$ cat src/rtl/editor_mapa_pkg.sv
// editor_mapa_pkg: shared definitions for the LED-matrix bitmap editor.
//   - Matrix geometry (N_COLS x N_ROWS) and cursor widths.
//   - State encoding for the LOCKED/EDIT controller.
//   - Button index names.
//   - The four preset bitmaps and a selector function.
// A mapa_t element [c] is column c; bit r of a column drives row l_r (1 = LED on).
package editor_mapa_pkg;

  localparam int unsigned N_COLS = 5;
  localparam int unsigned N_ROWS = 7;
  localparam int unsigned COL_W  = 3;
  localparam int unsigned ROW_W  = 3;
  localparam int unsigned N_BTNS = 4;

  localparam int unsigned BTN_DIR    = 0;
  localparam int unsigned BTN_DOWN   = 1;
  localparam int unsigned BTN_TOGGLE = 2;
  localparam int unsigned BTN_PRESET = 3;

  localparam logic [0:0] LOCKED = 1'b0;
  localparam logic [0:0] EDIT   = 1'b1;

  typedef logic [N_COLS-1:0][N_ROWS-1:0] mapa_t;

  // Concatenations list column 4 first so that element [0] is column 0.
  localparam mapa_t PRESET_0 = {7'b1000011, 7'b1110001, 7'b1000101, 7'b0001100, 7'b0000100};
  localparam mapa_t PRESET_1 = {7'b0000000, 7'b0000000, 7'b0000000, 7'b0000000, 7'b0000000};
  localparam mapa_t PRESET_2 = {7'b1111111, 7'b1000001, 7'b1000001, 7'b1000001, 7'b1111111};
  localparam mapa_t PRESET_3 = {7'b1010101, 7'b0101010, 7'b1010101, 7'b0101010, 7'b1010101};

  function automatic mapa_t preset_map(input logic [1:0] sel);
    mapa_t m;
    case (sel)
      2'd0:    m = PRESET_0;
      2'd1:    m = PRESET_1;
      2'd2:    m = PRESET_2;
      default: m = PRESET_3;
    endcase
    return m;
  endfunction

endpackage

$ cat src/rtl/editor_mapa_debounce_botao.sv
// debounce_botao: conditions one raw active-low push button.
//   clk_i      board clock
//   reset      asynchronous active-high reset
//   btn_raw_i  raw button level, asynchronous to clk_i (0 = pressed)
//   level_o    debounced level (resets to released = 1)
//   press_o    one-cycle pulse when the debounced level falls 1 -> 0
// A new synchronized level must persist for DB_CYCLES consecutive cycles before it
// is accepted; any return to the current stable level restarts the count.
module debounce_botao #(
  parameter int unsigned DB_CYCLES = 500000,
  parameter int unsigned DB_W      = 19
) (
  input  logic clk_i,
  input  logic reset,
  input  logic btn_raw_i,
  output logic level_o,
  output logic press_o
);

  localparam logic [DB_W-1:0] CntLast = DB_W'(DB_CYCLES - 1);

  logic            sync_meta_q, sync_q;
  logic            stable_q, stable_d;
  logic            press_q, press_d;
  logic [DB_W-1:0] cnt_q, cnt_d;

  always_comb begin
    cnt_d    = '0;
    stable_d = stable_q;
    press_d  = 1'b0;
    if (sync_q != stable_q) begin
      if (cnt_q == CntLast) begin
        stable_d = sync_q;
        press_d  = ~sync_q;  // only the 1 -> 0 edge is a press
      end else begin
        cnt_d = cnt_q + 1'b1;
      end
    end
  end

  always_ff @(posedge clk_i or posedge reset) begin
    if (reset) begin
      sync_meta_q <= 1'b1;
      sync_q      <= 1'b1;
      stable_q    <= 1'b1;
      press_q     <= 1'b0;
      cnt_q       <= '0;
    end else begin
      sync_meta_q <= btn_raw_i;
      sync_q      <= sync_meta_q;
      stable_q    <= stable_d;
      press_q     <= press_d;
      cnt_q       <= cnt_d;
    end
  end

  assign level_o = stable_q;
  assign press_o = press_q;

endmodule

$ cat src/rtl/editor_mapa.sv
// editor_mapa: generates and holds the 5x7 bitmap scanned by matriz_leds.
//   clock_in     board clock
//   reset        asynchronous active-high reset
//   btn[3:0]     raw active-low buttons: 0 column step, 1 row step, 2 toggle, 3 preset
//   ch[7:0]      raw switches: [1:0] preset select, [7] edit mode
//   blink_tick   one-cycle cursor blink pulse
//   mapa0..4     column bitmaps, bit i drives row l_i
//   cursor_col   cursor column 0..4
//   cursor_row   cursor row 0..6
//   modo_edicao  high while in EDIT
// Build option: define CURSOR_BLINK_EN to invert the cursor pixel on the outputs
// during the odd blink phase (EDIT only); otherwise blink_tick is ignored.
module editor_mapa
  import editor_mapa_pkg::*;
#(
  parameter int unsigned DB_CYCLES = 500000,
  parameter int unsigned DB_W      = 19
) (
  input  logic             clock_in,
  input  logic             reset,
  input  logic [3:0]       btn,
  input  logic [7:0]       ch,
  input  logic             blink_tick,
  output logic [6:0]       mapa0,
  output logic [6:0]       mapa1,
  output logic [6:0]       mapa2,
  output logic [6:0]       mapa3,
  output logic [6:0]       mapa4,
  output logic [COL_W-1:0] cursor_col,
  output logic [ROW_W-1:0] cursor_row,
  output logic             modo_edicao
);

  logic [N_BTNS-1:0] press;
  logic [N_BTNS-1:0] level;

  for (genvar i = 0; i < N_BTNS; i++) begin : g_btn
    debounce_botao #(
      .DB_CYCLES(DB_CYCLES),
      .DB_W     (DB_W)
    ) u_debounce (
      .clk_i    (clock_in),
      .reset    (reset),
      .btn_raw_i(btn[i]),
      .level_o  (level[i]),
      .press_o  (press[i])
    );
  end

  // Edit-mode switch: synchronized only, no debounce.
  logic edit_meta_q, edit_sync_q;
  logic [0:0] state_q, state_d;
  logic edit;

  assign state_d = edit_sync_q ? EDIT : LOCKED;
  assign edit    = (state_q == EDIT);

  mapa_t            mapa_q, mapa_d, mapa_out;
  logic [COL_W-1:0] cursor_col_q, cursor_col_d;
  logic [ROW_W-1:0] cursor_row_q, cursor_row_d;
  logic [N_ROWS-1:0] row_mask;

  assign row_mask = N_ROWS'(1) << cursor_row_q;

  always_comb begin
    mapa_d       = mapa_q;
    cursor_col_d = cursor_col_q;
    cursor_row_d = cursor_row_q;
    // Preset load is accepted in both states and suppresses a same-cycle toggle.
    if (press[BTN_PRESET]) begin
      mapa_d = preset_map(ch[1:0]);
    end else if (edit && press[BTN_TOGGLE]) begin
      for (int unsigned c = 0; c < N_COLS; c++) begin
        if (cursor_col_q == COL_W'(c)) mapa_d[c] = mapa_q[c] ^ row_mask;
      end
    end
    // Moves are registered, so a same-cycle toggle above used the old position.
    if (edit && press[BTN_DIR]) begin
      cursor_col_d = (cursor_col_q == COL_W'(N_COLS - 1)) ? '0 : cursor_col_q + 1'b1;
    end
    if (edit && press[BTN_DOWN]) begin
      cursor_row_d = (cursor_row_q == ROW_W'(N_ROWS - 1)) ? '0 : cursor_row_q + 1'b1;
    end
  end

  always_ff @(posedge clock_in or posedge reset) begin
    if (reset) begin
      edit_meta_q  <= 1'b0;
      edit_sync_q  <= 1'b0;
      state_q      <= LOCKED;
      mapa_q       <= PRESET_0;
      cursor_col_q <= '0;
      cursor_row_q <= '0;
    end else begin
      edit_meta_q  <= ch[7];
      edit_sync_q  <= edit_meta_q;
      state_q      <= state_d;
      mapa_q       <= mapa_d;
      cursor_col_q <= cursor_col_d;
      cursor_row_q <= cursor_row_d;
    end
  end

`ifdef CURSOR_BLINK_EN
  // Phase is forced to 0 outside EDIT, so every entry into EDIT starts at 0.
  logic blink_q, blink_d;

  assign blink_d = edit ? (blink_q ^ blink_tick) : 1'b0;

  always_ff @(posedge clock_in or posedge reset) begin
    if (reset) blink_q <= 1'b0;
    else       blink_q <= blink_d;
  end

  always_comb begin
    mapa_out = mapa_q;
    if (blink_q) begin
      for (int unsigned c = 0; c < N_COLS; c++) begin
        if (cursor_col_q == COL_W'(c)) mapa_out[c] = mapa_q[c] ^ row_mask;
      end
    end
  end
`else
  logic unused_blink;
  assign unused_blink = blink_tick;
  assign mapa_out     = mapa_q;
`endif

  logic unused_inputs;
  assign unused_inputs = ^{ch[6:2], level};

  assign mapa0       = mapa_out[0];
  assign mapa1       = mapa_out[1];
  assign mapa2       = mapa_out[2];
  assign mapa3       = mapa_out[3];
  assign mapa4       = mapa_out[4];
  assign cursor_col  = cursor_col_q;
  assign cursor_row  = cursor_row_q;
  assign modo_edicao = edit;

endmodule

$ cat config.mk
export PLATFORM = sky130hd
export DESIGN_NAME = editor_mapa
export DESIGN_NICKNAME = d
export VERILOG_FILES = /design/src/rtl/editor_mapa_pkg.sv /design/src/rtl/editor_mapa_debounce_botao.sv /design/src/rtl/editor_mapa.sv
export SDC_FILE = /design/constraint.sdc
export NUM_CORES = 1
export LEC_CHECK = 0
export CAP_MARGIN = 40
export CORE_AREA = 2 2 107 109
export DETAILED_ROUTE_END_ITERATION = 7
export DIE_AREA = 0 0 109 111
export PLACE_DENSITY = 0.94
export SYNTH_ARGS = -nofsm -noshare
export SYNTH_HDL_FRONTEND = slang
export SYNTH_SLANG_ARGS = --single-unit
$ cat constraint.sdc
create_clock -name clock_in -period 10.65 [get_ports clock_in]
set_input_delay 1.5975 -clock clock_in [delete_from_list [all_inputs] [get_ports clock_in]]
set_output_delay 1.5975 -clock clock_in [all_outputs]
set_load 0.05 [all_outputs]
Word-level counts from Yosys, hierarchy flattened
Cells that the tools add are included.
{"block": "word_totals", "in_bits": 15, "regBits": 136, "output_inout_bits": 42}
{"block": "op_classes", "n_reduce_logical": 20, "n_eq_ne": 15, "addsub": 6, "bitwise": 9, "shifts": 1, "n_mux": 27}
{"operator": "19-bit 2-to-1 mux", "count": 8}
{"operator": "35-bit one-hot mux with 3 select lines", "count": 1}
{"operator": "19-bit by 1-bit adder with 19-bit output (second input constant)", "count": 4}
{"operator": "19-bit equality test (second input constant)", "count": 4}
{"operator": "35-bit 2-to-1 mux", "count": 2}
{"operator": "7-bit 2-to-1 mux", "count": 5}
{"operator": "7-bit XOR", "count": 5}
{"operator": "2-bit AND reduction", "count": 9}
{"operator": "2-bit nonzero test", "count": 6}
{"operator": "1-bit 2-to-1 mux", "count": 9}
{"operator": "1-bit by 3-bit left shift with 7-bit output (first input constant)", "count": 1}
{"operator": "3-bit by 1-bit adder with 3-bit output (second input constant)", "count": 2}
{"operator": "3-bit by 2-bit equality test with 1-bit output (second input constant)", "count": 2}
{"operator": "3-bit equality test (second input constant)", "count": 2}
{"operator": "3-bit 2-to-1 mux", "count": 2}
{"operator": "1-bit inequality test", "count": 4}
{"operator": "1-bit inverter", "count": 4}
{"operator": "3-bit by 1-bit equality test with 1-bit output (second input constant)", "count": 1}
{"operator": "1-bit logical AND", "count": 3}
{"operator": "3-bit logical NOT", "count": 1}
{"operator": "2-bit by 1-bit equality test with 1-bit output (second input constant)", "count": 1}
{"operator": "2-bit equality test (second input constant)", "count": 1}
{"operator": "2-bit logical NOT", "count": 1}

Logic depth before layout (Yosys ltp)
Gate-level depths: netlist (run 1).
{"block": "logic_depth", "depth_word": 5, "depth_mapped": 8, "ltp_nobuf": 6}

Cells and area by module
Synthesis (run 1) repeated with hierarchy kept, for this count alone.
{"block": "hier_totals", "hier_cells": 652, "hier_area_um2": 6941.7}
{"mod": "debounce_botao", "area_per_inst_um2": 1157.4, "cells_per_inst": 108, "n_inst": 4}
{"mod": "editor_mapa", "area_per_inst_um2": 2312.2, "cells_per_inst": 220, "n_inst": 1}

Worst setup path before layout (run 1)
No wires, ideal clock.
{"block": "synth_timing", "kind": "input -> register", "startpoint": "input ch[0]", "endpoint": "register mapa_q (netlist bit mapa4[1])", "setup_time_ns": 0.061, "t_required_ns": 10.589, "path_buffers": 0, "setup_slack_ns": 7.986, "cell_stages": 5, "arrival_time_ns": 2.604, "path_cell_list": "ha_1 nand2b_1 or2_2 a21oi_1 o22a_1"}
{"block": "synth_between", "elab_chain_len": 3, "word_cells_on_any_way": 5, "classes_between": "eq/ne: 2; mux: 2; reduce/logical: 1"}
{"element": "from (decl)", "line_no": "editor_mapa.sv:22", "source": "input logic [7:0] ch,"}
{"element": "2-bit equality test, or another cell as far along", "line_no": "editor_mapa_pkg.sv:33", "source": "case (sel)"}
{"element": "35-bit one-hot mux with 3 select lines *", "line_no": "editor_mapa_pkg.sv:33"}
{"element": "35-bit 2-to-1 mux *", "line_no": "editor_mapa.sv:70", "source": "if (press[BTN_PRESET]) begin"}
{"element": "to (signal assigned)", "line_no": "editor_mapa.sv:98", "source": "mapa_q <= mapa_d;"}
{"element": "to (decl)", "line_no": "editor_mapa.sv:58", "source": "mapa_t mapa_q, mapa_d, mapa_out;"}
Mark *: on every way between the ends. The rest lies on a longest branch, timed or not.
A chain may end at the register's enable or synchronous reset.

Worst setup path in the final report (run 1)
{"block": "layout_timing", "startpoint": "register state_q, in the netlist modo_edicao", "endpoint": "output modo_edicao"}
{"element": "from (decl)", "line_no": "editor_mapa.sv:52", "source": "logic [0:0] state_q, state_d;"}
{"element": "from (signal assigned)", "line_no": "editor_mapa.sv:97", "source": "state_q <= state_d;"}
{"element": "to (decl)", "line_no": "editor_mapa.sv:31", "source": "output logic modo_edicao"}
No word-level cell between the ends.

==> results of run 1 <==
path summary, 6_finish.rpt:
check | start | end | slack, ps | cells past startpoint
worst max-delay path | modo_edicao | modo_edicao | 7120 | 1
worst min-delay path | edit_meta_q | edit_sync_q | 350 | 0
min in group asynchronous | reset | edit_meta_q | 1670 | 2
max in group asynchronous | reset | mapa2[4] | 7630 | 3
worst max register to register | g_btn[1].u_debounce.cnt_q[12] | g_btn[1].u_debounce.cnt_q[7] | 8490 | 4
worst min register to register | edit_meta_q | edit_sync_q | 350 | 0
per-stage QoR:
| step | hold slack (ps) | utilization [%] |
|---|---|---|
| floorplan | 331 | - |
| global placement | 339 | 65.0 |
| detailed placement | 337 | 65.2 |
| CTS | 350 | 70.4 |
| global route | 357 | 70.4 |
| finish | 350 | 70.4 |
logic make-up (layout without fill, tap and decap cells):
| kind of cell | count (synthesis) | in the layout | share of synthesized area [%] |
|---|---|---|---|
| muxes | 7 | 7 | 1.19 |
| adders and majority gates | 15 | 15 | 2.84 |
| buffers and inverters | 40 | 101 | 2.46 |
| DFF | 136 | 136 | 51.9 |
| AOI/OAI and AO/OA | 92 | 92 | 8.96 |
| xor gates and xnor gates | 81 | 81 | 10.7 |
| and+or+nand+nor | 270 | 270 | 21.9 |
power by group through the flow:
| stage | clock network, mW | registers, mW | logic, mW |
|---|---|---|---|
| floorplan | 0 | 0.538 | 0.0198 |
| global placement | 0 | 0.538 | 0.0277 |
| detailed placement | 0 | 0.539 | 0.0306 |
| CTS | 0.570 | 0.530 | 0.0313 |
| global route | 0.597 | 0.531 | 0.0350 |
| finish | 0.567 | 0.530 | 0.0308 |
sequential cells by signal (all words and copies together), names as in the netlist:
register	cells
g_btn.u_debounce.press_o	4
g_btn.u_debounce.sync_meta_q	4
g_btn.u_debounce.sync_q	4
mapa3	7
g_btn.u_debounce.level_o	4
mapa0	7
g_btn.u_debounce.cnt_q	76
mapa2	7
edit_sync_q	1
mapa1	7
edit_meta_q	1
cursor_row	3
mapa4	7
modo_edicao	1
cursor_col	3
metal layers:
layer	share of wire [%]	wire length, um	vias to the layer above	GRT usage (%)
li1	-	-	2356	-
met1	39	5960	2554	32.3
met2	50	7620	242	42.9
met3	6.7	1010	56	7.29
met4	3.4	515	0	13.2
met5	0	0	-	0
synth_stat cells, types with 2 or more instances:
library cell | instances | area (um2)
sky130_fd_sc_hd__a21oi_1 | 27 | 135
sky130_fd_sc_hd__clkbuf_1 | 19 | 71.3
sky130_fd_sc_hd__and3_1 | 11 | 68.8
sky130_fd_sc_hd__nand3_1 | 25 | 125
sky130_fd_sc_hd__mux2_2 | 7 | 78.8
sky130_fd_sc_hd__dfstp_2 | 25 | 657
sky130_fd_sc_hd__nand2b_1 | 2 | 12.5
sky130_fd_sc_hd__nor3b_1 | 5 | 37.5
sky130_fd_sc_hd__nand4b_1 | 2 | 17.5
sky130_fd_sc_hd__and4b_1 | 3 | 30.0
sky130_fd_sc_hd__buf_1 | 2 | 7.51
sky130_fd_sc_hd__nor3_1 | 5 | 25.0
sky130_fd_sc_hd__nor4_1 | 2 | 12.5
sky130_fd_sc_hd__o21ai_0 | 18 | 90.1
sky130_fd_sc_hd__buf_2 | 3 | 15.0
sky130_fd_sc_hd__inv_1 | 14 | 52.6
sky130_fd_sc_hd__or3_1 | 14 | 87.6
sky130_fd_sc_hd__xnor2_1 | 39 | 342
sky130_fd_sc_hd__nor4b_1 | 6 | 52.6
sky130_fd_sc_hd__nand4bb_1 | 2 | 22.5
sky130_fd_sc_hd__ha_1 | 15 | 188
sky130_fd_sc_hd__and2_1 | 8 | 50.1
sky130_fd_sc_hd__nand4_1 | 27 | 169
sky130_fd_sc_hd__o31ai_1 | 11 | 82.6
sky130_fd_sc_hd__o21ai_1 | 2 | 10.0
sky130_fd_sc_hd__nand3b_1 | 2 | 15.0
sky130_fd_sc_hd__dfrtp_1 | 111 | 2780
sky130_fd_sc_hd__o21a_1 | 20 | 150
sky130_fd_sc_hd__a31oi_1 | 2 | 12.5
sky130_fd_sc_hd__nor2_1 | 73 | 274
sky130_fd_sc_hd__or4_1 | 11 | 82.6
sky130_fd_sc_hd__xor2_1 | 42 | 368
sky130_fd_sc_hd__o22a_1 | 8 | 70.1
sky130_fd_sc_hd__nand2_1 | 53 | 199
sky130_fd_sc_hd__and4_1 | 10 | 87.6
layout make-up:
cell class / count / area [um2]
repair buffers: 55 / 538
clock buffers: 20 / 447
clock inverters: 12 / 129
well taps: 143 / 179
flip-flops and latches: 136 / 3430
inverters: 14 / 55.1
multi-input cells: 465 / 3020
fillers: 697 / 3270
==> impl_results.html, run 1 <==
<table>
<tr><th>Metric</th><th>Value</th></tr>
<tr><th colspan="2">Status</th></tr>
<tr><td>Result of the run</td><td>completed</td></tr>
<tr><th colspan="2">Detailed routing</th></tr>
<tr><td>Router iterations before antenna repair</td><td>7</td></tr>
<tr><td>Routed len/inst</td><td>about 18 um</td></tr>
<tr><td>Drt drc</td><td>0</td></tr>
<tr><td>Starting DRT DRC Count</td><td>just under 400</td></tr>
<tr><td>Final Routed Wirelength</td><td>about 15 mm</td></tr>
<tr><td>Via count</td><td>5208</td></tr>
<tr><td>Vias/cell</td><td>roughly 6</td></tr>
<tr><td>Remaining antenna violation count after routing</td><td>0</td></tr>
<tr><th colspan="2">STA</th></tr>
<tr><td>Measured slew at the worst slew-check pin</td><td>866 ps</td></tr>
<tr><td>Highest clock rate</td><td>about 0.28 GHz</td></tr>
<tr><td>Setup repair after global routing missed its margin</td><td>no</td></tr>
<tr><td>Final Critical Period</td><td>3530 ps</td></tr>
<tr><td>Number of failing setup endpoints in the final timing report</td><td>0</td></tr>
<tr><td>Final hold viol count</td><td>0</td></tr>
<tr><td>Fin Clk Skew</td><td>~11 ps</td></tr>
<tr><td>Final max-slew violation count</td><td>0</td></tr>
<tr><td>Worst rel slew slack</td><td>a little over two fifths</td></tr>
<tr><td>Post-route clock period utilization</td><td>around a third</td></tr>
<tr><td>Total negative setup slack</td><td>0 ps</td></tr>
<tr><td>Final critical-path setup slack</td><td>7120 ps</td></tr>
<tr><th colspan="2">Min path</th></tr>
<tr><td>Class of the worst hold path</td><td>reg -&gt; reg</td></tr>
<tr><th colspan="2">Die</th></tr>
<tr><td>Number of cell rows</td><td>39</td></tr>
<tr><td>Number of top-level pins</td><td>57</td></tr>
<tr><td>Effective utilization at floorplan</td><td>between 50 and 60%</td></tr>
<tr><td>DIE AREA</td><td>between 10000 and 15000 um2</td></tr>
<tr><td>DIE WIDTH</td><td>between 100 and 150 um</td></tr>
<tr><td>CORE AREA</td><td>approximately 11000 um2</td></tr>
<tr><td>Overall die height</td><td>approximately 110 um</td></tr>
<tr><th colspan="2">Critical path</th></tr>
<tr><td>Cell type of the slowest stage on the worst timing path</td><td>sky130_fd_sc_hd__clkdlybuf4s50_1</td></tr>
<tr><td>Classification of the worst setup path</td><td>reg -&gt; out</td></tr>
<tr><td>Slowest cell delay on critical path</td><td>930 ps</td></tr>
<tr><td>Worst-path cell chain</td><td>clkdlybuf4s50_1</td></tr>
<tr><td>Required time worst endpoint</td><td>9050 ps</td></tr>
<tr><td>Cell class contributing the biggest share of worst-path delay</td><td>buffers and inverters</td></tr>
<tr><td>Setup crit end kind</td><td>primary output</td></tr>
<tr><td>Largest fanout on the critical path</td><td>14</td></tr>
<tr><td>Arrival time at the worst endpoint</td><td>between 1500 and 2000 ps</td></tr>
<tr><td>Buf+Inv Stages, Crit Path</td><td>1</td></tr>
<tr><td>Worst setup SP type</td><td>register</td></tr>
<tr><th colspan="2">Clocking</th></tr>
<tr><td>CTS H-tree depth</td><td>4</td></tr>
<tr><td>Clock buffers created by TritonCTS</td><td>17</td></tr>
<tr><td>TritonCTS clock tree</td><td>built</td></tr>
<tr><td>Count of instances resized after the clock tree is built</td><td>0</td></tr>
<tr><td>Longest Clk Path Bufs</td><td>2</td></tr>
<tr><td>Clock sink count</td><td>around 140</td></tr>
<tr><td># hold bufs at CTS</td><td>0</td></tr>
<tr><td>Buffer type at the clock tree root</td><td>sky130_fd_sc_hd__clkbuf_16</td></tr>
<tr><td>Clock slew seen by the registers of the worst setup and hold paths</td><td>60 ps</td></tr>
<tr><td>Clock insertion delay at the later pin of the skew report</td><td>approximately 430 ps</td></tr>
<tr><td>Setup bufs post-CTS</td><td>0</td></tr>
<tr><th colspan="2">Yosys</th></tr>
<tr><td>Syn Std Cell Area</td><td>between 6000 and 7000 um2</td></tr>
<tr><td>Post-Syn Nets</td><td>671</td></tr>
<tr><td>Proportion of register bits with asynchronous set or reset after synthesis</td><td>100%</td></tr>
<tr><td>EDFF count, synth</td><td>0</td></tr>
<tr><td>Warnings from Yosys</td><td>0</td></tr>
<tr><td>Syn avg cell area</td><td>10.3 um2</td></tr>
<tr><td>Dominant synthesized flop cell</td><td>sky130_fd_sc_hd__dfrtp_1</td></tr>
<tr><td>Proportion of synthesized chip area in sequential cells</td><td>51.9%</td></tr>
<tr><td>FF+latch count, synth</td><td>between 100 and 150</td></tr>
<tr><td>Number of instances in the synthesized netlist</td><td>641</td></tr>
<tr><td>Distinct cell type count of the synthesized netlist</td><td>50</td></tr>
<tr><th colspan="2">Final layout</th></tr>
<tr><td>Fraction of layout instances using a drive strength above 1</td><td>a little over a tenth</td></tr>
<tr><td>Cell Count, Final, Fillers Out</td><td>about 850</td></tr>
<tr><td>Post-synthesis to final-layout area growth</td><td>17.9%</td></tr>
<tr><td>Most frequent cells in the layout</td><td>111 x sky130_fd_sc_hd__dfrtp_1, 73 x sky130_fd_sc_hd__nor2_1, 53 x sky130_fd_sc_hd__nand2_1</td></tr>
<tr><td>Number of nets in the final layout</td><td>about 720</td></tr>
<tr><td>Most common cell after layout, fill and taps aside</td><td>sky130_fd_sc_hd__dfrtp_1</td></tr>
<tr><td>Design area</td><td>approximately 7800 um2</td></tr>
<tr><td>Number of antenna cells inserted</td><td>0</td></tr>
<tr><th colspan="2">Placed design</th></tr>
<tr><td>Post-DP Area</td><td>a little over 7000 um2</td></tr>
<tr><td>Worst slack, placed</td><td>7090 ps</td></tr>
<tr><td>Number of port buffers</td><td>50</td></tr>
<tr><td>Post-Place Cells</td><td>roughly 810</td></tr>
<tr><td>Final Wtd Congestion</td><td>0.930</td></tr>
<tr><td>DP Wirelength</td><td>~10 mm</td></tr>
<tr><th colspan="2">Power and ir drop</th></tr>
<tr><td>Sequential share of power</td><td>between 40 and 50%</td></tr>
<tr><td>Internal power of the cells</td><td>0.883 mW</td></tr>
<tr><td>Switching part of the total power</td><td>a little over a fifth</td></tr>
<tr><td>Power density over the cells</td><td>about 140 nW/um2</td></tr>
<tr><td>Comb power frac</td><td>between 2 and 3%</td></tr>
<tr><td>Leakage power total</td><td>around 3.2 nW</td></tr>
<tr><td>Worst VDD drop</td><td>roughly 0.11 mV</td></tr>
<tr><td>Switching Power</td><td>0.245 mW</td></tr>
<tr><td>Fraction of power consumed by the clock network</td><td>50.3%</td></tr>
<tr><td>Total Power</td><td>between 1 and 1.5 mW</td></tr>
<tr><th colspan="2">Global route</th></tr>
<tr><td>Number of global-route vias before repair</td><td>~5200</td></tr>
<tr><td>Initial antenna violation count</td><td>0</td></tr>
<tr><td>Global-route total usage across every layer</td><td>about a quarter</td></tr>
<tr><td>Global-route wire length before repair</td><td>roughly 25 mm</td></tr>
<tr><td>Global route overflow</td><td>0</td></tr>
<tr><td>Maximum number of pins on one net before global-route repair</td><td>70</td></tr>
<tr><th colspan="2">Job</th></tr>
<tr><td>Max-capacitance violation count</td><td>0</td></tr>
</table>
Power figures use the tool's default switching activity.
==> run 2, diff against run 1 <==
--- a/config.mk
+++ b/config.mk
@@ -6,10 +6,10 @@
 export NUM_CORES = 1
 export LEC_CHECK = 0
 export CAP_MARGIN = 40
-export CORE_AREA = 2 2 107 109
+export CORE_AREA = 2 2 116 118
 export DETAILED_ROUTE_END_ITERATION = 7
-export DIE_AREA = 0 0 109 111
-export PLACE_DENSITY = 0.94
+export DIE_AREA = 0 0 118 120
+export PLACE_DENSITY = 0.86
 export SYNTH_ARGS = -nofsm -noshare
 export SYNTH_HDL_FRONTEND = slang
 export SYNTH_SLANG_ARGS = --single-unit
==> constraint.sdc (replaced) <==
create_clock -name clock_in -period 2.85 [get_ports clock_in]
set_input_delay 0.4275 -clock clock_in [delete_from_list [all_inputs] [get_ports clock_in]]
set_output_delay 0.4275 -clock clock_in [all_outputs]
set_load 0.05 [all_outputs]
==> impl_results.html, run 2 (same netlist as run 1, synthesis figures left out) <==
<table>
<tr><th>Metric</th><th>Value</th></tr>
<tr><th colspan="2">Status</th></tr>
<tr><td>Result of the run</td><td>completed</td></tr>
<tr><th colspan="2">Power and ir drop</th></tr>
<tr><td>Leakage power total</td><td>between 3 and 4 nW</td></tr>
<tr><td>Worst VDD drop</td><td>0.318 mV</td></tr>
<tr><td>Power density over the cells</td><td>~550 nW/um2</td></tr>
<tr><th colspan="2">STA</th></tr>
<tr><td>Final Critical Period</td><td>roughly 2300 ps</td></tr>
<tr><td>Worst rel slew slack</td><td>34.5%</td></tr>
<tr><td>Post-route clock period utilization</td><td>82.3%</td></tr>
<tr><td>Setup repair after global routing missed its margin</td><td>no</td></tr>
<tr><td>Measured slew at the worst slew-check pin</td><td>around 980 ps</td></tr>
<tr><td>Total negative setup slack</td><td>0 ps</td></tr>
<tr><td>Number of failing setup endpoints in the final timing report</td><td>0</td></tr>
<tr><td>Fin Clk Skew</td><td>roughly 5.6 ps</td></tr>
<tr><td>Highest clock rate</td><td>between 0.4 and 0.5 GHz</td></tr>
<tr><td>Final hold viol count</td><td>0</td></tr>
<tr><td>Final max-slew violation count</td><td>0</td></tr>
<tr><td>Min Hold Slack</td><td>about 320 ps</td></tr>
<tr><th colspan="2">Min path</th></tr>
<tr><td>Class of the worst hold path</td><td>in -&gt; async</td></tr>
<tr><th colspan="2">Global route</th></tr>
<tr><td>Initial antenna violation count</td><td>0</td></tr>
<tr><td>Global-route total usage across every layer</td><td>a little over a fifth</td></tr>
<tr><td>Global-route wire length before repair</td><td>approximately 25 mm</td></tr>
<tr><td>Maximum number of pins on one net before global-route repair</td><td>about 80</td></tr>
<tr><td>Number of global-route vias before repair</td><td>roughly 5000</td></tr>
<tr><td>Global route overflow</td><td>0</td></tr>
<tr><th colspan="2">Clocking</th></tr>
<tr><td>Longest Clk Path Bufs</td><td>2</td></tr>
<tr><td>Clock buffers created by TritonCTS</td><td>17</td></tr>
<tr><td># hold bufs at CTS</td><td>0</td></tr>
<tr><td>TritonCTS clock tree</td><td>built</td></tr>
<tr><td>CTS H-tree depth</td><td>4</td></tr>
<tr><td>Clock slew seen by the registers of the worst setup and hold paths</td><td>60 ps</td></tr>
<tr><td>Setup bufs post-CTS</td><td>0</td></tr>
<tr><td>Clock sink count</td><td>136</td></tr>
<tr><td>Buffer type at the clock tree root</td><td>sky130_fd_sc_hd__clkbuf_16</td></tr>
<tr><td>Count of instances resized after the clock tree is built</td><td>0</td></tr>
<tr><td>Clock insertion delay at the later pin of the skew report</td><td>420 ps</td></tr>
<tr><th colspan="2">Critical path</th></tr>
<tr><td>Required time worst endpoint</td><td>between 2000 and 2500 ps</td></tr>
<tr><td>Worst setup SP type</td><td>register</td></tr>
<tr><td>Source of the worst register-to-register timing path</td><td>g_btn[1].u_debounce.cnt_q[14]</td></tr>
<tr><td>End of the worst register-to-register path</td><td>g_btn[1].u_debounce.cnt_q[6]</td></tr>
<tr><td>Worst Reg2Reg Path Length in Cells</td><td>4</td></tr>
<tr><td>Arrival time at the worst endpoint</td><td>approximately 1900 ps</td></tr>
<tr><td>Worst-path cell chain</td><td>clkdlybuf4s50_1</td></tr>
<tr><td>Slowest cell delay on critical path</td><td>about 900 ps</td></tr>
<tr><td>Worst R2R Setup Slack</td><td>660 ps</td></tr>
<tr><td>Setup crit end kind</td><td>primary output</td></tr>
<tr><td>Cell type of the slowest stage on the worst timing path</td><td>sky130_fd_sc_hd__clkdlybuf4s50_1</td></tr>
<tr><td>Largest fanout on the critical path</td><td>14</td></tr>
<tr><td>Buf+Inv Stages, Crit Path</td><td>1</td></tr>
<tr><td>Classification of the worst setup path</td><td>reg -&gt; out</td></tr>
<tr><td>Cell class contributing the biggest share of worst-path delay</td><td>buffers and inverters</td></tr>
<tr><th colspan="2">Job</th></tr>
<tr><td>Max-capacitance violation count</td><td>0</td></tr>
<tr><th colspan="2">Die</th></tr>
<tr><td>Number of top-level pins</td><td>57</td></tr>
<tr><td>Overall die height</td><td>between 100 and 150 um</td></tr>
<tr><td>DIE WIDTH</td><td>between 100 and 150 um</td></tr>
<tr><td>Number of cell rows</td><td>42</td></tr>
<tr><td>CORE AREA</td><td>13000 um2</td></tr>
<tr><td>Effective utilization at floorplan</td><td>between 50% and 60%</td></tr>
<tr><td>DIE AREA</td><td>14200 um2</td></tr>
<tr><th colspan="2">Detailed routing</th></tr>
<tr><td>Router iterations before antenna repair</td><td>6</td></tr>
<tr><td>Final Routed Wirelength</td><td>roughly 15 mm</td></tr>
<tr><td>Remaining antenna violation count after routing</td><td>0</td></tr>
<tr><td>Via count</td><td>5103</td></tr>
<tr><td>Vias/cell</td><td>between 5 and 6</td></tr>
<tr><td>Drt drc</td><td>0</td></tr>
<tr><td>Starting DRT DRC Count</td><td>496</td></tr>
<tr><td>Routed len/inst</td><td>~17 um</td></tr>
<tr><th colspan="2">Final layout</th></tr>
<tr><td>Most common cell after layout, fill and taps aside</td><td>sky130_fd_sc_hd__dfrtp_1</td></tr>
<tr><td>Sequential standard cell area</td><td>~3400 um2</td></tr>
<tr><td>Number of antenna cells inserted</td><td>0</td></tr>
<tr><td>Number of nets in the final layout</td><td>720</td></tr>
<tr><td>Post-synthesis to final-layout area growth</td><td>19.2%</td></tr>
<tr><td>Total area of multi-input combinational cells</td><td>roughly 3000 um2</td></tr>
<tr><td>Register bank with the most flops</td><td>g_btn.u_debounce.cnt_q</td></tr>
<tr><td>Fraction of layout instances using a drive strength above 1</td><td>between 10% and 20%</td></tr>
<tr><td>Max FFs per register</td><td>76</td></tr>
<tr><td>Most frequent cells in the layout</td><td>111 x sky130_fd_sc_hd__dfrtp_1, 73 x sky130_fd_sc_hd__nor2_1, 53 x sky130_fd_sc_hd__nand2_1</td></tr>
<tr><td>Number of fill cells in the layout</td><td>between 900 and 1000</td></tr>
<tr><th colspan="2">Placed design</th></tr>
<tr><td>Final Wtd Congestion</td><td>0.877</td></tr>
<tr><td>DP Wirelength</td><td>slightly below 10 mm</td></tr>
<tr><td>Number of port buffers</td><td>50</td></tr>
</table>
-- run 2: worst max path at each step --
stage	depth (start not counted)	startpoint	endpoint
6_report	1	modo_edicao	modo_edicao
5_1_grt	1	modo_edicao	modo_edicao
4_1_cts	1	modo_edicao	modo_edicao
3_5_place_dp	6	ch[1]	mapa3[0]
3_3_place_gp	6	ch[1]	mapa3[0]
2_1_floorplan	1	reset	cursor_col[0]
-- run 2: cell type report --
cell class | instances | share of cell area (%)
multi-input combinational | 465 | 38.3
inverter | 14 | 0.714
timing repair buffer | 56 | 7.07
sequential | 136 | 43.5
clock inverter | 15 | 2.22
clock buffer | 17 | 5.39
tap | 176 | 2.79
-- run 2: report_power, final --
part	total [mW]	internal, mW	switching [mW]
Clock	2.23	1.38	0.859
Sequential	1.98	1.96	0.0225
Combinational	0.117	0.0373	0.0794
-- run 2: stage by stage --
step	std cells	power [mW]	area, um2	worst slack (ps)	utilization, %
after global placement	847	2.12	7290	687	56.2
after detailed placement	847	2.13	7290	647	56.2
after global routing	879	4.47	7890	436	60.8
after CTS	879	4.36	7890	500	60.8
final	879	4.33	7890	503	60.8
after floorplan	641	2.08	6620	750	-
-- run 2: layer usage --
metal	global-route usage, %	routed length [um]
met5	0	0
met2	36.7	7230
met4	8.51	328
met3	5.70	875
met1	27.1	6240
==> run 3, diff against run 2 <==
==> constraint.sdc (replaced) <==
create_clock -name clock_in -period 2 [get_ports clock_in]
set_input_delay 0.3 -clock clock_in [delete_from_list [all_inputs] [get_ports clock_in]]
set_output_delay 0.3 -clock clock_in [all_outputs]
set_load 0.05 [all_outputs]
==> impl_results.html, run 3 (same netlist as run 1, synthesis figures left out) <==
<table>
<tr><th>Metric</th><th>Value</th></tr>
<tr><th colspan="2">Detailed routing</th></tr>
<tr><td>Routed len/inst</td><td>16.3 um</td></tr>
<tr><td>Drt drc</td><td>0</td></tr>
<tr><td>Router iterations before antenna repair</td><td>5</td></tr>
<tr><td>Via count</td><td>roughly 5200</td></tr>
<tr><td>Final Routed Wirelength</td><td>between 10 and 15 mm</td></tr>
<tr><td>Starting DRT DRC Count</td><td>slightly below 500</td></tr>
<tr><td>Remaining antenna violation count after routing</td><td>0</td></tr>
<tr><td>Vias/cell</td><td>5.72</td></tr>
<tr><th colspan="2">Critical path</th></tr>
<tr><td>Worst setup SP type</td><td>register</td></tr>
<tr><td>Worst R2R Setup Slack</td><td>10 ps</td></tr>
<tr><td>Setup crit end kind</td><td>register</td></tr>
<tr><td>Largest fanout on the critical path</td><td>3</td></tr>
<tr><td>Required time worst endpoint</td><td>2340 ps</td></tr>
<tr><td>End of the worst register-to-register path</td><td>g_btn[1].u_debounce.level_o</td></tr>
<tr><td>Classification of the worst setup path</td><td>reg -&gt; reg</td></tr>
<tr><td>Source of the worst register-to-register timing path</td><td>g_btn[1].u_debounce.cnt_q[14]</td></tr>
<tr><td>Arrival time at the worst endpoint</td><td>2330 ps</td></tr>
<tr><td>Worst Reg2Reg Path Length in Cells</td><td>4</td></tr>
<tr><th colspan="2">STA</th></tr>
<tr><td>Number of failing setup endpoints in the final timing report</td><td>0</td></tr>
<tr><td>Final hold viol count</td><td>0</td></tr>
<tr><td>Final Critical Period</td><td>about 2000 ps</td></tr>
<tr><td>Final max-slew violation count</td><td>0</td></tr>
<tr><td>Worst rel slew slack</td><td>a little under two thirds</td></tr>
<tr><td>Setup repair after global routing missed its margin</td><td>yes</td></tr>
<tr><td>Measured slew at the worst slew-check pin</td><td>~550 ps</td></tr>
<tr><td>Highest clock rate</td><td>around 0.50 GHz</td></tr>
<tr><td>Post-route clock period utilization</td><td>between 90% and 100%</td></tr>
<tr><td>Total negative setup slack</td><td>0 ps</td></tr>
<tr><td>Fin Clk Skew</td><td>roughly 7.8 ps</td></tr>
<tr><th colspan="2">Power and ir drop</th></tr>
<tr><td>Total Power</td><td>6.06 mW</td></tr>
<tr><td>Worst VDD drop</td><td>0.455 mV</td></tr>
<tr><td>Leakage power total</td><td>3.42 nW</td></tr>
<tr><td>Power density over the cells</td><td>750 nW/um2</td></tr>
<tr><th colspan="2">Die</th></tr>
<tr><td>DIE WIDTH</td><td>roughly 120 um</td></tr>
<tr><td>Effective utilization at floorplan</td><td>approximately half</td></tr>
<tr><td>Number of cell rows</td><td>42</td></tr>
<tr><td>Number of top-level pins</td><td>between 50 and 60</td></tr>
<tr><td>DIE AREA</td><td>between 10000 and 15000 um2</td></tr>
<tr><td>CORE AREA</td><td>between 10000 and 15000 um2</td></tr>
<tr><td>Overall die height</td><td>120 um</td></tr>
<tr><th colspan="2">Final layout</th></tr>
<tr><td>Most frequent cells in the layout</td><td>111 x sky130_fd_sc_hd__dfrtp_1, 70 x sky130_fd_sc_hd__nor2_1, 53 x sky130_fd_sc_hd__nand2_1</td></tr>
<tr><td>Post-synthesis to final-layout area growth</td><td>22.0%</td></tr>
<tr><td>Max FFs per register</td><td>between 70 and 80</td></tr>
<tr><td>Design area</td><td>a little over 8000 um2</td></tr>
<tr><td>Most common cell after layout, fill and taps aside</td><td>sky130_fd_sc_hd__dfrtp_1</td></tr>
<tr><td>Fraction of layout instances using a drive strength above 1</td><td>between 15 and 20%</td></tr>
<tr><td>Core utilization of the finished layout</td><td>62.2%</td></tr>
<tr><td>Number of fill cells in the layout</td><td>between 900 and 1000</td></tr>
<tr><td>Number of nets in the final layout</td><td>between 700 and 800</td></tr>
<tr><td>Number of antenna cells inserted</td><td>0</td></tr>
<tr><td>Register bank with the most flops</td><td>g_btn.u_debounce.cnt_q</td></tr>
<tr><th colspan="2">Placed design</th></tr>
<tr><td>Final Wtd Congestion</td><td>around 0.84</td></tr>
<tr><td>Number of port buffers</td><td>50</td></tr>
<tr><td>Post-DP Area</td><td>7440 um2</td></tr>
<tr><td>DP Wirelength</td><td>~9.9 mm</td></tr>
<tr><th colspan="2">Clocking</th></tr>
<tr><td>TritonCTS clock tree</td><td>built</td></tr>
<tr><td>Clock insertion delay at the later pin of the skew report</td><td>about 420 ps</td></tr>
<tr><td>Clock slew seen by the registers of the worst setup and hold paths</td><td>60 ps</td></tr>
<tr><td>CTS H-tree depth</td><td>4</td></tr>
<tr><td>Buffer type at the clock tree root</td><td>sky130_fd_sc_hd__clkbuf_16</td></tr>
<tr><td>Longest Clk Path Bufs</td><td>2</td></tr>
<tr><td>Clock buffers created by TritonCTS</td><td>17</td></tr>
<tr><td>Clock sink count</td><td>about 140</td></tr>
<tr><th colspan="2">Global route</th></tr>
<tr><td>Initial antenna violation count</td><td>0</td></tr>
<tr><td>Global-route wire length before repair</td><td>approximately 24 mm</td></tr>
<tr><td>Maximum number of pins on one net before global-route repair</td><td>69</td></tr>
<tr><td>Number of global-route vias before repair</td><td>4999</td></tr>
<tr><td>Global route overflow</td><td>0</td></tr>
<tr><td>Global-route total usage across every layer</td><td>a little over a fifth</td></tr>
<tr><th colspan="2">Min path</th></tr>
<tr><td>Class of the worst hold path</td><td>in -&gt; async</td></tr>
<tr><th colspan="2">Job</th></tr>
<tr><td>Max-capacitance violation count</td><td>0</td></tr>
<tr><th colspan="2">Status</th></tr>
<tr><td>Result of the run</td><td>completed</td></tr>
</table>
-- run 3: cell count changes in the layout (fill, tap and decap cells not counted), moves of 2 or more --
cell                              delta
sky130_fd_sc_hd__buf_4              +30
sky130_fd_sc_hd__clkdlybuf4s50_1    -20
sky130_fd_sc_hd__dlygate4sd2_1      +11
sky130_fd_sc_hd__a21oi_1             -6
sky130_fd_sc_hd__a21oi_2             +6
sky130_fd_sc_hd__inv_6               -3
sky130_fd_sc_hd__nor2_1              -3
sky130_fd_sc_hd__nor2_2              +3
sky130_fd_sc_hd__buf_6               +2
sky130_fd_sc_hd__clkbuf_8            +2
-- run 3: worst max-delay path: stages (launching register included) --
cell	delay, ps
sky130_fd_sc_hd__dfrtp_1	380
sky130_fd_sc_hd__or4b_1	520
sky130_fd_sc_hd__or4_4	570
sky130_fd_sc_hd__nor2_2	110
sky130_fd_sc_hd__mux2_2	330
-- run 3: layout make-up --
class	count	area [um2]	share of cell area, %
Tap cell	176	220	2.73
Inverter	14	56.3	0.697
Clock buffer	20	457	5.65
Multi-Input combinational cell	465	3060	37.9
Clock inverter	12	128	1.58
Timing Repair Buffer	80	722	8.94
Sequential cell	136	3430	42.5
-- run 3: what timing repair did --
item                       CTS  global route
setup endpoints to repair   12            23
hold buffers                 0             0
pin swaps                    0             1
resized for setup           12            12
setup buffers                0             2
-- run 3: how the worst max path moves through the flow --
stage / startpoint / endpoint / slack, ps / cells after the start
floorplan: cursor_row[0] / mapa2[1] / -70 / 5
global placement: g_btn[1].u_debounce.cnt_q[14] / g_btn[1].u_debounce.level_o / 50 / 4
detailed placement: g_btn[1].u_debounce.cnt_q[14] / g_btn[1].u_debounce.level_o / 7 / 4
CTS: g_btn[1].u_debounce.cnt_q[14] / g_btn[1].u_debounce.level_o / 4 / 4
global route: g_btn[1].u_debounce.cnt_q[14] / g_btn[1].u_debounce.level_o / -50 / 4
finish: g_btn[1].u_debounce.cnt_q[14] / g_btn[1].u_debounce.level_o / 10 / 4
-- run 3: metrics by stage --
stage,worst slack (ps),instances,hold slack (ps)
finish,12.3,903,116
global route,-47.0,903,116
CTS,3.81,901,107
detailed placement,6.84,869,343
global placement,52.3,869,338
floorplan,-73.7,641,304
-- run 3: power breakdown --
| group | internal (mW) | switching (mW) |
|---|---|---|
| logic | 0.0637 | 0.116 |
| registers | 2.79 | 0.0291 |
| clock network | 1.89 | 1.16 |
-- run 3: layer usage --
metal,vias up,GRT usage (%),share of wire (%)
met1,2576,27.5,43
met3,22,5.61,5.0
met5,-,0,0
li1,2410,-,-
met2,155,35.4,50
met4,0,8.43,1.7
